--- config.mk ---
export PLATFORM = sky130hd
export DESIGN_NAME = reset_sequencer
export DESIGN_NICKNAME = d
export VERILOG_FILES = /design/src/rtl/rst_pkg.sv /design/src/rtl/sync_bit.sv /design/src/rtl/reset_sequencer.sv
export SDC_FILE = /design/constraint.sdc
export NUM_CORES = 1
export LEC_CHECK = 0
export ABC_AREA = 1
export BUFFER_PORTS_ARGS = -buffer_cell sky130_fd_sc_hd__buf_2
export CORE_MARGIN = 2
export CORE_UTILIZATION = 54
export CTS_CLUSTER_DIAMETER = 80
export DETAILED_ROUTE_END_ITERATION = 6
export GPL_TIMING_DRIVEN = 0
export PLACE_DENSITY_LB_ADDON = 0.05
export SETUP_SLACK_MARGIN = 0.3
export SYNTH_ARGS = -nofsm -noshare
export SYNTH_HDL_FRONTEND = slang
export SYNTH_SLANG_ARGS = --single-unit
--- constraint.sdc ---
create_clock -name clk -period 4.1 [get_ports clk]
set_input_delay 0.41 -clock clk [delete_from_list [all_inputs] [get_ports clk]]
set_output_delay 0.41 -clock clk [all_outputs]
set_load 0.005 [all_outputs]
--- src/rtl/rst_pkg.sv ---
// Shared encodings for the staged reset sequencer: FSM states and reset-cause codes.
// No logic; latency and backpressure are not applicable.
package rst_pkg;

    typedef enum logic [1:0] {
        ST_HOLD  = 2'd0,
        ST_STAGE = 2'd1,
        ST_RUN   = 2'd2,
        ST_SOFT  = 2'd3
    } state_t;

    localparam logic [1:0] CAUSE_EXT  = 2'd0;
    localparam logic [1:0] CAUSE_LOCK = 2'd1;
    localparam logic [1:0] CAUSE_SOFT = 2'd2;

    function automatic int max3(input int a, input int b, input int c);
        int m;
        m = (a > b) ? a : b;
        return (m > c) ? m : c;
    endfunction

endpackage

--- src/rtl/sync_bit.sv ---
// Multi-flop synchroniser for one asynchronous level; STAGES cycles of latency.
// No backpressure. All flops clear to 0 on reset.
module sync_bit #(
    parameter int STAGES = 2
) (
    input  logic clk,
    input  logic rst_n,
    input  logic i_d,
    output logic o_q
);

    logic [STAGES-1:0] r_sync;

    always_ff @(posedge clk or negedge rst_n) begin
        if (!rst_n) begin
            r_sync <= '0;
        end else begin
            r_sync <= {r_sync[STAGES-2:0], i_d};
        end
    end

    assign o_q = r_sync[STAGES-1];

endmodule

--- src/rtl/reset_sequencer.sv ---
// Staged active-low reset release after stable PLL lock; re-asserts on lock loss or soft request.
// Release latency SYNC_STAGES+STRETCH edges, then STAGE_GAP per output; no backpressure.
module reset_sequencer
    import rst_pkg::*;
#(
    parameter int NUM_OUT     = 4,
    parameter int SYNC_STAGES = 2,
    parameter int STRETCH     = 8,
    parameter int STAGE_GAP   = 16,
    parameter int SOFT_HOLD   = 16
) (
    input  logic               clk,
    input  logic               resetn,
    input  logic               pll_locked,
    input  logic               soft_req,
    output logic [NUM_OUT-1:0] rst_out_n,
    output logic               all_released,
    output logic [1:0]         cause,
    output logic [7:0]         lock_loss_cnt
);

    localparam int CW = $clog2(max3(STRETCH, STAGE_GAP, SOFT_HOLD)) + 1;
    localparam int IW = $clog2(NUM_OUT) + 1;

    localparam logic [CW-1:0] STRETCH_LAST = CW'(STRETCH - 1);
    localparam logic [CW-1:0] GAP_LAST     = CW'(STAGE_GAP - 1);
    localparam logic [CW-1:0] SOFT_LAST    = CW'(SOFT_HOLD - 1);
    localparam logic [IW-1:0] LAST_IDX     = IW'(NUM_OUT - 1);

    if (NUM_OUT < 1)     begin : g_bad_num_out   $error("NUM_OUT must be >= 1");     end
    if (SYNC_STAGES < 2) begin : g_bad_sync      $error("SYNC_STAGES must be >= 2"); end
    if (STRETCH < 1)     begin : g_bad_stretch   $error("STRETCH must be >= 1");     end
    if (STAGE_GAP < 1)   begin : g_bad_gap       $error("STAGE_GAP must be >= 1");   end
    if (SOFT_HOLD < 1)   begin : g_bad_soft_hold $error("SOFT_HOLD must be >= 1");   end

    logic          w_locked;
    state_t        r_state;
    logic [CW-1:0] r_cnt;
    logic [IW-1:0] r_idx;

    sync_bit #(.STAGES(SYNC_STAGES)) u_lock_sync (
        .clk   (clk),
        .rst_n (resetn),
        .i_d   (pll_locked),
        .o_q   (w_locked)
    );

    always_ff @(posedge clk or negedge resetn) begin
        if (!resetn) begin
            r_state       <= ST_HOLD;
            r_cnt         <= '0;
            r_idx         <= '0;
            rst_out_n     <= '0;
            all_released  <= 1'b0;
            cause         <= CAUSE_EXT;
            lock_loss_cnt <= '0;
        end else if (r_state != ST_HOLD && !w_locked) begin
            // Lock loss outranks everything, including a same-cycle soft request.
            r_state      <= ST_HOLD;
            r_cnt        <= '0;
            rst_out_n    <= '0;
            all_released <= 1'b0;
            cause        <= CAUSE_LOCK;
            if (lock_loss_cnt != 8'hFF) begin
                lock_loss_cnt <= lock_loss_cnt + 8'd1;
            end
        end else begin
            case (r_state)
                ST_HOLD: begin
                    if (!w_locked) begin
                        r_cnt <= '0;
                    end else if (r_cnt == STRETCH_LAST) begin
                        r_cnt     <= '0;
                        r_idx     <= IW'(1);
                        rst_out_n <= NUM_OUT'(1);
                        if (NUM_OUT == 1) begin
                            r_state      <= ST_RUN;
                            all_released <= 1'b1;
                        end else begin
                            r_state <= ST_STAGE;
                        end
                    end else begin
                        r_cnt <= r_cnt + CW'(1);
                    end
                end
                ST_STAGE, ST_RUN: begin
                    if (soft_req) begin
                        r_state      <= ST_SOFT;
                        r_cnt        <= '0;
                        rst_out_n    <= '0;
                        all_released <= 1'b0;
                        cause        <= CAUSE_SOFT;
                    end else if (r_state == ST_STAGE) begin
                        if (r_cnt == GAP_LAST) begin
                            r_cnt     <= '0;
                            r_idx     <= r_idx + IW'(1);
                            rst_out_n <= (rst_out_n << 1) | NUM_OUT'(1);
                            if (r_idx == LAST_IDX) begin
                                r_state      <= ST_RUN;
                                all_released <= 1'b1;
                            end
                        end else begin
                            r_cnt <= r_cnt + CW'(1);
                        end
                    end
                end
                ST_SOFT: begin
                    if (r_cnt == SOFT_LAST) begin
                        r_state <= ST_HOLD;
                        r_cnt   <= '0;
                    end else begin
                        r_cnt <= r_cnt + CW'(1);
                    end
                end
                default: begin
                    r_state <= ST_HOLD;
                    r_cnt   <= '0;
                end
            endcase
        end
    end

endmodule

Yosys cells after proc, flatten, opt, wreduce, memory -nomap -nowiden
Cells that the tools add are included.
{"block": "word_totals", "register_bits": 27, "in_bits": 4, "word_cells": 86}
{"block": "classes", "add_sub_neg": 3, "n_eq_ne": 18, "mux": 38, "bitwise": 1, "n_reduce_logical": 18}
{"operator": "5-bit two-way mux", "n": 6}
{"operator": "4-bit two-way mux", "n": 6}
{"operator": "2-bit two-way mux", "n": 11}
{"operator": "3-bit two-way mux", "n": 5}
{"operator": "5-bit case mux with 3 select lines", "n": 1}
{"operator": "4-bit != test (second input constant)", "n": 3}
{"operator": "3-bit nonzero test", "n": 4}
{"operator": "8-bit by 1-bit adder with 8-bit output (second input constant)", "n": 1}
{"operator": "2-bit != test (second input constant)", "n": 4}
{"operator": "8-bit != test (second input constant)", "n": 1}
{"operator": "4-bit case mux with 2 select lines", "n": 1}
{"operator": "2-bit nonzero test", "n": 4}
{"operator": "7-bit AND reduction", "n": 1}
{"operator": "1-bit two-way mux", "n": 6}
{"operator": "3-bit != test (second input constant)", "n": 2}
{"operator": "2-bit case mux with 3 select lines", "n": 1}
{"operator": "3-bit case mux with 2 select lines", "n": 1}
{"operator": "6-bit AND reduction", "n": 1}
{"operator": "5-bit by 1-bit adder with 5-bit output (second input constant)", "n": 1}
{"operator": "5-bit by 3-bit == test with 1-bit output (second input constant)", "n": 1}
{"operator": "5-bit by 4-bit == test with 1-bit output (second input constant)", "n": 1}
{"operator": "5-bit AND reduction", "n": 1}
{"operator": "2-bit == test (second input constant)", "n": 2}
{"operator": "2-bit AND reduction", "n": 2}
{"operator": "other kinds (11)", "n": 11}

Logic depth before layout (Yosys ltp)
Gate-level depths: netlist (run 1).
{"block": "depth", "ltp_word": 7, "ltp_mapped": 12, "mapped_depth_nobuf": 12}

Cells and area by module
Synthesis (run 1) repeated with hierarchy kept, for this count alone.
{"block": "hier_totals", "hier_cells": 205, "area_unflattened_um2": 1575.3}
{"mod": "reset_sequencer", "n_inst": 1, "cells_each": 203, "area_each_um2": 1525.2}
{"mod": "sync_bit", "n_inst": 1, "cells_each": 2, "area_each_um2": 50.0}

Worst setup path before layout (run 1)
Ideal clock, no wire load.
{"block": "synth_path", "path_type": "reg2reg", "start": "reg r_cnt[0]", "end": "reg r_state[1]", "setup_ns": 0.117, "arrival_ns": 1.463, "required_time_ns": 3.983, "setup_slack_ns": 2.520, "stages_incl_launch_ff": 13, "n_path_buf": 0, "path_cell_list": "dfrtp_1 > ha_1 > nand2_1 > nor2_1 > ha_1 > inv_1 > nand2_1 > nand2_1 > nand2_4 > inv_1 > nor2_1 > nand3_1 > nand2_1"}
{"block": "synth_between", "elab_chain_cells": 3, "elab_cells_between_ends": 6, "cone_classes": "eq/ne: 5; reduce/logical: 1"}
{"item": "start: declaration", "line": "reset_sequencer.sv:38", "source": "logic [CW-1:0] r_cnt;"}
{"item": "start signal: assignment", "line": "reset_sequencer.sv:83", "source": "r_cnt <= r_cnt + CW'(1);"}
{"item": "start signal: assignment", "line": "reset_sequencer.sv:103", "source": "r_cnt <= r_cnt + CW'(1);"}
{"item": "start signal: assignment", "line": "reset_sequencer.sv:112", "source": "r_cnt <= r_cnt + CW'(1);"}
{"item": "5-bit by 4-bit == test with 1-bit output or 5-bit by 3-bit == test with 1-bit output (tied branches)", "line": "reset_sequencer.sv:94, reset_sequencer.sv:108, reset_sequencer.sv:72"}
{"item": "4-bit != test (no source line) or 3-bit != test (tied branches)"}
{"item": "6-bit AND reduction (no source line) *"}
{"item": "end signal: assignment", "line": "reset_sequencer.sv:99", "source": "r_state <= ST_RUN;"}
{"item": "end signal: assignment", "line": "reset_sequencer.sv:109", "source": "r_state <= ST_HOLD;"}
{"item": "end signal: assignment", "line": "reset_sequencer.sv:116", "source": "r_state <= ST_HOLD;"}
{"item": "end: declaration", "line": "reset_sequencer.sv:37", "source": "state_t r_state;"}
Mark *: on every way between the ends. The rest lies on a longest branch, timed or not.
A chain may end at the register's enable or synchronous reset.

Worst setup path after layout (run 1)
Same ends and word-level chain as after synthesis.

==> results.txt, run 1 <==
Layout Nets = 237
status = finished clean
Die Span Y = 57.9 um
max-cap violations = 0
mean number of vias per cell = 5.12
syn nets = 214
first-pass GRT wire length = 5.14 mm
area inside the core boundary = 2760 um^2
sum of negative setup slack = 0 ps
last weighted congestion value of the routability-driven placer = 0.895
ANT cells = 0
critical path arrival = 2070 ps
remaining design rule violation count = 0
Syn-to-layout area delta = 9.88%
Ports = 19
Overall Global Routing Usage = 19.4%
pin count of the biggest net entering global routing = 28
highest-count cells in the layout ignoring fill and taps = 70 x sky130_fd_sc_hd__nand2_1, 27 x sky130_fd_sc_hd__dfrtp_1, 23 x sky130_fd_sc_hd__inv_1, 19 x sky130_fd_sc_hd__buf_2, 15 x sky130_fd_sc_hd__nand3_1
drt first-iter violations = 60
distinct cell type count of the synthesized netlist = 24
clk sink count = 27
post-cts sizing count = 0
via total after detailed routing = 1296
fmax = 551 MHz
Syn Inst Count = 200
die width = 57.9 um
Slew headroom = 61.0%
number of post-CTS setup repair buffers = 0
total leakage power = 0.930 nW
count of input and output buffers = 18
Final Skew = 4.38 ps
largest fanout on the critical path = 5
RSZ-0062 raised after global routing = no
vias in the first global route = 1214
dpl ws = 2320 ps
clock root buffer = sky130_fd_sc_hd__clkbuf_4
worst path required time = 4360 ps
final cell utilization of the core = 62.6%
CTS max path bufs = 2
endpoint of the lowest-slack register-to-register path = r_state[1]
total of endpoints with negative setup slack in the final report = 0
Yosys top cell area share = 43.0%
number of placement rows = 19
worst setup path class = register to register
startpoint of the worst register-to-register path = r_cnt[0]
Worst Tran Pin Value = 584 ps
share of cells above drive strength 1 = 17.6%
Hold WC Path Type = input port to async pin
number of nets with antenna violations after routing = 0
area leader, netlist = sky130_fd_sc_hd__dfrtp_1
final cycle utilization of the critical path = 44.3%
clock-pin slew on the worst setup and hold paths = 130 ps
Final Hold Vio Count = 0
clock latency on the worst-skew pair = 300 ps
sequential element share of the synthesized area = 43.0%
Final Max Slew Viols = 0
total length of routed wires = 2.88 mm
first drt pass iteration count = 4
most common cell after layout, fill and taps aside = sky130_fd_sc_hd__nand2_1
cts-stage hold buffer count = 0
setup slack after layout = 2290 ps
area of the die = 3360 um^2
clock buffers created by TritonCTS = 3
Remaining Overflow, GRT = 0
Detailed Place HPWL = 2.26 mm
antenna violations before repair = 0
Filler Cell Count = 245
routed length per placed instance = 11.4 um
Post-Syn Area = 1570 um^2
Worst Setup End Kind = register
flop and latch count out of synthesis = 27
biggest area contributors in the synthesized netlist = sky130_fd_sc_hd__dfrtp_1 43%, sky130_fd_sc_hd__nand2_1 17%, sky130_fd_sc_hd__ha_1 8.0%, sky130_fd_sc_hd__inv_1 5.5%, sky130_fd_sc_hd__nand3_1 4.8%
CP startpoint kind = register
syn avg cell area = 7.85 um^2
register-to-register path setup slack = 2290 ps
clock tree from TritonCTS = built
CTS H-tree lvls = 1
count of synthesis-stage warnings from yosys = 0
crit path time final = 1810 ps
worst reg2reg path depth = 12
power per standard cell area = 622 nW/um^2
largest vdd supply drop = 0.374 mV
initial standard-cell utilization of the core = 56.9%
-- cell type report --
class	count	area, um^2	area share (%)
buffer	2	16.3	0.943
clock buffer	4	26.3	1.52
inverter	25	93.8	5.44
multi-input combinational	146	785	45.5
sequential	27	676	39.2
tap	31	38.8	2.25
timing repair buffer	18	90.1	5.22
-- synth_stat cells --
| cell | count |
|---|---|
| sky130_fd_sc_hd__a21oi_1 | 4 |
| sky130_fd_sc_hd__nand2_2 | 5 |
| sky130_fd_sc_hd__nor2_1 | 9 |
| sky130_fd_sc_hd__nor3_4 | 1 |
| sky130_fd_sc_hd__a21oi_2 | 1 |
| sky130_fd_sc_hd__ha_1 | 10 |
| sky130_fd_sc_hd__nand2_1 | 70 |
| sky130_fd_sc_hd__nand2_4 | 1 |
| sky130_fd_sc_hd__nand3b_1 | 1 |
| sky130_fd_sc_hd__o21ai_1 | 6 |
| sky130_fd_sc_hd__nand3_4 | 1 |
| sky130_fd_sc_hd__or2_2 | 1 |
| sky130_fd_sc_hd__inv_1 | 23 |
| sky130_fd_sc_hd__nor2_4 | 2 |
| sky130_fd_sc_hd__dfrtp_1 | 27 |
| sky130_fd_sc_hd__nand4_1 | 5 |
| sky130_fd_sc_hd__buf_2 | 1 |
| sky130_fd_sc_hd__inv_2 | 2 |
| sky130_fd_sc_hd__o21ai_0 | 8 |
| sky130_fd_sc_hd__nand3_1 | 15 |
| sky130_fd_sc_hd__xnor2_1 | 3 |
| sky130_fd_sc_hd__nor2_2 | 2 |
| sky130_fd_sc_hd__buf_6 | 1 |
| sky130_fd_sc_hd__and3_1 | 1 |
-- cell families (layout without fill, tap and decap cells) --
| kind of cell | Yosys count | after routing | share of synthesized area (%) |
|---|---|---|---|
| AND/OR/NAND/NOR | 114 | 114 | 34.0 |
| XOR/XNOR | 3 | 3 | 1.67 |
| flip-flops | 27 | 27 | 43.0 |
| AO/OA/AOI/OAI | 19 | 19 | 6.30 |
| buffers and inverters | 27 | 49 | 7.01 |
| adder cells (fa/ha/maj) | 10 | 10 | 7.97 |
-- through the flow --
step	hold slack [ps]	total power, W	area [um^2]	cells
6_report	82.5	0.00107	1730	253
3_3_place_gp	335	0.000950	1700	249
2_1_floorplan	114	0.000824	1570	200
3_5_place_dp	355	0.000976	1700	249
4_1_cts	94.1	0.00109	1730	253
5_1_grt	112	0.00119	1730	253
-- state kept, by name, indices dropped and copies added (netlist names) --
name,flops
lock_loss_cnt,8
u_lock_sync.r_sync,2
cause,2
r_state,2
r_idx,3
all_released,1
rst_out_n,4
r_cnt,5
-- critical path: stages (launching register included) --
cell                      delay (ps)
sky130_fd_sc_hd__dfrtp_1         440
sky130_fd_sc_hd__ha_1            190
sky130_fd_sc_hd__nand2_1          90
sky130_fd_sc_hd__nor2_1          140
sky130_fd_sc_hd__ha_1            200
sky130_fd_sc_hd__inv_1            70
sky130_fd_sc_hd__nand2_1          60
sky130_fd_sc_hd__nand2_1         120
sky130_fd_sc_hd__nand2_4         120
sky130_fd_sc_hd__inv_1            50
sky130_fd_sc_hd__nor2_1          130
sky130_fd_sc_hd__nand3_1          80
sky130_fd_sc_hd__nand2_1          70
-- worst max-delay path by stage --
| stage | from | to |
|---|---|---|
| 2_1_floorplan | r_cnt[0] | r_state[1] |
| 3_3_place_gp | r_cnt[0] | r_state[0] |
| 3_5_place_dp | r_cnt[0] | r_state[1] |
| 4_1_cts | r_cnt[0] | r_state[1] |
| 5_1_grt | r_cnt[0] | r_idx[1] |
| 6_report | r_cnt[0] | r_state[1] |
-- routing by layer --
layer,vias up,global-route usage (%),share of wire (%)
met1,593,25.8,45
li1,675,-,-
met3,2,2.01,3.9
met2,26,33.9,50
met4,0,4.98,0.80
met5,-,0,0
-- power breakdown --
part	total (W)	internal (W)	switching [W]	leakage, nW
combinational	0.000542	0.000198	0.000343	0.564
clock	0.000108	0.0000379	0.0000697	0.0150
sequential	0.000424	0.000348	0.0000757	0.352
No activity file was read; power rests on OpenSTA's default activity.
==> run 2, diff against run 1 <==
Settings changed: ABC_AREA 1 to 0.
Clock period 4.1 ns to 1.8 ns, I/O delays scaled along.
==> run 2 against run 1 <==
  * The flow now finishes with violations (setup timing)
  * Clock power rose by 150%
  * Synthesized area fell by 1.8%
  * Design area rose by 29%
  * Combinational power rose to 4.3 times the previous value
  * Cell count fell by 5.5%
  * Die area fell by 1.6%
  * Routed wire length rose by 33%
  * Via count rose by 3.2%
  * Clock-buffer cell count fell by 1
  * Fmax fell by 1.0%
  * Worst setup slack got worse by 2300 ps
  * Critical path type unchanged
==> results.txt, run 2 <==
antenna violations before repair = 0
Hold WC Path Type = input port to register
power per standard cell area = 1590 nW/um^2
total of endpoints with negative setup slack in the final report = 4
number of nets with antenna violations after routing = 0
Ports = 19
last weighted congestion value of the routability-driven placer = 0.759
post-synthesis async set-or-reset flop share = 100%
count of synthesis-stage warnings from yosys = 0
number of flip-flops in the largest register = 8
share of cells above drive strength 1 = 47.6%
die width = 57.5 um
status = finished with violations
largest vdd supply drop = 1.44 mV
fraction of the mapped netlist area in compound gates = 15.6%
Worst Setup End Kind = register
Syn-to-layout area delta = 44.5%
worst path required time = 2060 ps
final cell utilization of the core = 81.6%
Most flops, register = lock_loss_cnt
Overall Global Routing Usage = 24.7%
violated checks = setup timing
first-pass GRT wire length = 6.27 mm
max-cap violations = 0
Layout Nets = 223
Remaining Overflow, GRT = 0
total leakage power = 1.03 nW
remaining design rule violation count = 0
most common cell after layout, fill and taps aside = sky130_fd_sc_hd__dfrtp_1
flop and latch count out of synthesis = 27
clk sink count = 27
CTS max path bufs = 2
highest-count cells in the layout ignoring fill and taps = 27 x sky130_fd_sc_hd__dfrtp_1, 25 x sky130_fd_sc_hd__buf_4, 18 x sky130_fd_sc_hd__buf_2, 16 x sky130_fd_sc_hd__nand2_1, 9 x sky130_fd_sc_hd__buf_6
clock tree from TritonCTS = built
Filler Cell Count = 165
syn avg cell area = 10.2 um^2
largest registers = lock_loss_cnt: 8 flops, r_cnt: 5 flops, rst_out_n: 4 flops
count of input and output buffers = 18
CTS H-tree lvls = 1
fmax = 546 MHz
ys flop type = sky130_fd_sc_hd__dfrtp_1
area leader, netlist = sky130_fd_sc_hd__dfrtp_1
chain of cells forming the critical path = ha_4, nand3_4, inv_2, ha_4, buf_6, a21oi_4, a2111oi_4, buf_4, mux2i_1
sum of negative setup slack = -88.9 ps
number of enable flip-flop cells after synthesis = 0
Final Hold Vio Count = 0
ANT cells = 0
area of the die = 3300 um^2
via total after detailed routing = 1338
setup slack after layout = -33.1 ps
total length of routed wires = 3.83 mm
mean number of vias per cell = 5.60
Worst Tran Pin Value = 606 ps
Slew headroom = 59.6%
Final Max Slew Viols = 0
distinct cell type count of the synthesized netlist = 39
initial standard-cell utilization of the core = 56.4%
Final Skew = 5.00 ps
first drt pass iteration count = 4
clock latency on the worst-skew pair = 330 ps
most frequent cell after synthesis = sky130_fd_sc_hd__dfrtp_1
number of placement rows = 19
worst setup path class = register to register
Post-Syn Area = 1540 um^2
stage delay of the slowest cell on the critical path = 420 ps
area inside the core boundary = 2730 um^2
sequential element share of the synthesized area = 43.8%
syn nets = 165
clock root buffer = sky130_fd_sc_hd__clkbuf_4
largest family of logic cells by synthesized area = simple AND/OR/NAND/NOR gates
drt first-iter violations = 39
vias in the first global route = 1320
clock-pin slew on the worst setup and hold paths = 150 ps
biggest area contributors in the synthesized netlist = sky130_fd_sc_hd__dfrtp_1 44%, sky130_fd_sc_hd__ha_1 8.1%, sky130_fd_sc_hd__nand2_1 4.4%, sky130_fd_sc_hd__mux2i_1 3.9%, sky130_fd_sc_hd__mux2_2 2.9%
CP startpoint kind = register
Syn Inst Count = 151
Yosys top cell area share = 43.8%
synthesized-area fraction occupied by xor and xnor cells = 1.70%
Top cell by count, worst path = sky130_fd_sc_hd__ha_4
clock buffers created by TritonCTS = 3
routed length per placed instance = 16.0 um
mux share of post-synthesis cell area = 7.54%
critical path arrival = 2100 ps
basic-gate share of the synthesized area counting and, or, nand and nor cells = 19.2%
RSZ-0062 raised after global routing = yes
slowest stage cell, crit path = sky130_fd_sc_hd__dfrtp_1
Detailed Place HPWL = 2.27 mm
Die Span Y = 57.5 um
largest fanout on the critical path = 4
adder-cell share of the synthesized area = 8.11%
most frequent cells after synthesis = 27 x sky130_fd_sc_hd__dfrtp_1, 18 x sky130_fd_sc_hd__nand2_1, 11 x sky130_fd_sc_hd__inv_1
pin count of the biggest net entering global routing = 28
final cycle utilization of the critical path = 102%
crit path time final = 1830 ps
run 2: cells by family (layout without fill, tap and decap cells):
logic type | after synthesis | in the layout
xor+xnor | 3 | 3
mux | 11 | 11
fa+ha+maj | 10 | 10
buf+inv | 16 | 73
flops | 27 | 27
simple gates | 53 | 53
compound gates | 31 | 31
run 2: repair_timing:
action / CTS / global route
setup buffers: 24 / 9
hold buffers: 2 / 0
pin swaps: 15 / 12
endpoints found under the setup margin: 22 / 23
gates resized for setup: 21 / 20
hold endpoints to repair: 28 / 0
run 2: power by group:
group	total, W	switching (W)	internal (W)	leakage (nW)
clock	0.000266	0.000182	0.0000835	0.0177
sequential	0.000960	0.000163	0.000797	0.343
combinational	0.00231	0.00103	0.00128	0.671
run 2: worst max-delay path, delay by kind of cell (launching register included):
| family | cells | cell delay (ps) |
|---|---|---|
| buf+inv | 3 | 390 |
| compound gates | 2 | 360 |
| fa+ha+maj | 2 | 330 |
| flops | 1 | 420 |
| simple gates | 1 | 80 |
| mux | 1 | 180 |
run 2: per-layer routing:
metal / GRT usage [%] / routed length [um]
met2: 41.6 / 1950
met5: 0 / 0
met4: 8.97 / 79
met3: 3.17 / 75
met1: 32.8 / 1720
run 2: worst paths after layout:
path	from	endpoint	slack [ps]	depth (start not counted)
max	r_cnt[1]	r_idx[2]	-30	9
max reg2reg	r_cnt[1]	r_idx[2]	-30	9
max in group asynchronous	resetn	u_lock_sync.r_sync[0]	1040	2
min	soft_req	cause[0]	210	4
min in group asynchronous	resetn	r_state[0]	370	2
min reg2reg	u_lock_sync.r_sync[0]	u_lock_sync.r_sync[1]	380	0
run 2: metrics by stage:
stage | cells | power (W) | hold slack [ps] | cell area [um^2] | setup slack, ps
after floorplan | 151 | 0.00214 | -116 | 1650 | 56.7
after global placement | 200 | 0.00246 | 219 | 1780 | -46.0
after detailed placement | 200 | 0.00251 | 229 | 1780 | -96.4
after CTS | 230 | 0.00323 | 200 | 2080 | 6.00
after global routing | 239 | 0.00379 | 241 | 2230 | -89.2
final | 239 | 0.00354 | 212 | 2230 | -33.1
run 2: cell type report:
| cell class | instances | area (um^2) | area share, % |
|---|---|---|---|
| clock inverters | 1 | 5.00 | 0.224 |
| multi-input cells | 108 | 991 | 44.4 |
| repair buffers | 53 | 388 | 17.4 |
| inverters | 11 | 41.3 | 1.85 |
| flip-flops and latches | 27 | 676 | 30.3 |
| plain buffers | 5 | 67.6 | 3.03 |
| clock buffers | 3 | 22.5 | 1.01 |
| well taps | 31 | 38.8 | 1.74 |
==> run 3, diff against run 2 <==
Clock period 1.8 ns to 2.1 ns, I/O delays scaled along.
==> run 3 against run 2 <==
  * The run now ends clean
  * Critical path depth is 2 lower
  * Sequential power is 15% lower
  * Clock skew is 14 ps higher
  * Worst hold slack better by 42 ps
  * Routed wire length is 13% lower
  * Non-clock buffer count is 17 lower
  * Sequential share of layout area is 4.4 points higher
==> results.txt, run 3 (synthesis results as in run 2) <==
Worst Setup End Kind = register
first drt pass iteration count = 4
first-pass GRT wire length = 5.41 mm
met3 global-route usage = 2.95%
met2 track demand over resource = 36.7%
share of cells above drive strength 1 = 34.0%
Detailed Place HPWL = 2.26 mm
Remaining Overflow, GRT = 0
last weighted congestion value of the routability-driven placer = 0.750
net switching share of the total power = 40.3%
Top cell by count, worst path = sky130_fd_sc_hd__ha_4
final cycle utilization of the critical path = 86.4%
Final Skew = 19.3 ps
ANT cells = 0
count of input and output buffers = 18
clock latency on the worst-skew pair = 330 ps
area inside the core boundary = 2730 um^2
largest fanout on the critical path = 5
stage delay of the slowest cell on the critical path = 440 ps
crit path time final = 1810 ps
power per standard cell area = 1280 nW/um^2
slowest stage cell, crit path = sky130_fd_sc_hd__dfrtp_1
mean number of vias per cell = 5.55
clock root buffer = sky130_fd_sc_hd__clkbuf_4
remaining design rule violation count = 0
vias in the first global route = 1172
Net Switching = 0.00101 W
drt first-iter violations = 38
clock tree from TritonCTS = built
number of placement rows = 19
Worst Tran Pin Value = 610 ps
number of nets with antenna violations after routing = 0
Hold WC Path Type = input port to register
Ports = 19
Die Span Y = 57.5 um
cell area reported after detailed placement = 1740 um^2
RSZ-0062 raised after global routing = yes
CTS H-tree lvls = 1
die width = 57.5 um
combinational share of power = 58.1%
portion of total power attributed to the clock network = 9.2%
Overall Global Routing Usage = 21.1%
pin count of the biggest net entering global routing = 28
CTS max path bufs = 2
total of endpoints with negative setup slack in the final report = 0
Seq pwr share = 32.8%
Largest delay share family, worst path = compound AO/OA/AOI/OAI gates
global routing usage on met1 = 27.7%
area of the die = 3300 um^2
Internal Dissipation = 0.00149 W
routed length per placed instance = 14.9 um
CP startpoint kind = register
max-cap violations = 0
highest-count cells in the layout ignoring fill and taps = 27 x sky130_fd_sc_hd__dfrtp_1, 19 x sky130_fd_sc_hd__buf_2, 18 x sky130_fd_sc_hd__nand2_1, 14 x sky130_fd_sc_hd__buf_4
Final Hold Slack = 253 ps
sum of negative setup slack = 0 ps
Syn-to-layout area delta = 26.2%
number of flip-flops in the largest register = 8
fmax = 551 MHz
dpl ws = 55.6 ps
clock buffers created by TritonCTS = 3
most used routing layer = met2
Final Max Slew Viols = 0
antenna violations before repair = 0
clock-pin slew on the worst setup and hold paths = 160 ps
total leakage power = 0.896 nW
setup slack after layout = 286 ps
Layout Nets = 206
total length of routed wires = 3.31 mm
status = finished clean
chain of cells forming the critical path = ha_4, nand3_4, inv_2, ha_4, o221a_4, o21ai_4, mux2_4
clk sink count = 27
final std cell area, no fill = 1950 um^2
buffers and inverters on the worst path = 1
critical path arrival = 2050 ps
via total after detailed routing = 1233
overall power = 0.00250 W
most common cell after layout, fill and taps aside = sky130_fd_sc_hd__dfrtp_1
Final Hold Vio Count = 0
Slew headroom = 59.3%
worst path required time = 2340 ps
largest vdd supply drop = 0.821 mV
largest registers = lock_loss_cnt: 8 flops, r_cnt: 5 flops, rst_out_n: 4 flops
initial standard-cell utilization of the core = 56.4%
worst setup path class = register to register
Most flops, register = lock_loss_cnt
==> run 3: per-stage QoR <==
step | util, % | cells
after floorplan | - | 151
after global placement | 63.6 | 200
after detailed placement | 63.6 | 200
after CTS | 69.7 | 219
after global routing | 71.2 | 222
final | 71.2 | 222
==> run 3: worst reg2reg max path: cells and delay by family, from the launching register on <==
kind,cells,cell delay (ps)
AOI/OAI and AO/OA,2,460
adders and majority gates,2,370
buffers and inverters,1,50
DFF,1,440
muxes,1,320
and+or+nand+nor,1,80
==> run 3: what timing repair did <==
action,CTS,global route
buffers inserted,13,3
gates resized for setup,8,9
hold buffers,2,0
pin swaps,5,6
endpoints found under the setup margin,16,12
hold endpoints to repair,28,0
==> run 3: path summary, 6_finish.rpt <==
kind	slack, ps	startpoint	depth (start not counted)	end
worst max-delay path	290	r_cnt[1]	7	rst_out_n[0]
worst min-delay path	250	soft_req	4	cause[0]
worst max register to register	290	r_cnt[1]	7	rst_out_n[0]
worst min register to register	370	u_lock_sync.r_sync[0]	0	u_lock_sync.r_sync[1]
max in group asynchronous	1290	resetn	2	lock_loss_cnt[7]
min in group asynchronous	390	resetn	2	r_cnt[2]
==> run 3: per-layer routing <==
metal,wire length [um],vias up
met5,0,-
met4,32,0
met1,1480,600
met2,1700,20
met3,94,4
li1,-,609
==> run 3: power by group through the flow <==
stage / Sequential [W] / Combinational (W) / Clock [W]
3_3_place_gp: 0.000823 / 0.00117 / 0
3_5_place_dp: 0.000837 / 0.00120 / 0
5_1_grt: 0.000837 / 0.00160 / 0.000263
4_1_cts: 0.000818 / 0.00138 / 0.000241
6_report: 0.000819 / 0.00145 / 0.000229
2_1_floorplan: 0.000819 / 0.000905 / 0
==> run 3: final cells by class <==
type,count,area [um^2]
flip-flops and latches,27,676
clock buffers,3,22.5
inverters,11,41.3
multi-input cells,108,893
fillers,216,787
well taps,31,38.8
plain buffers,5,30.0
repair buffers,36,238
clock inverters,1,7.51
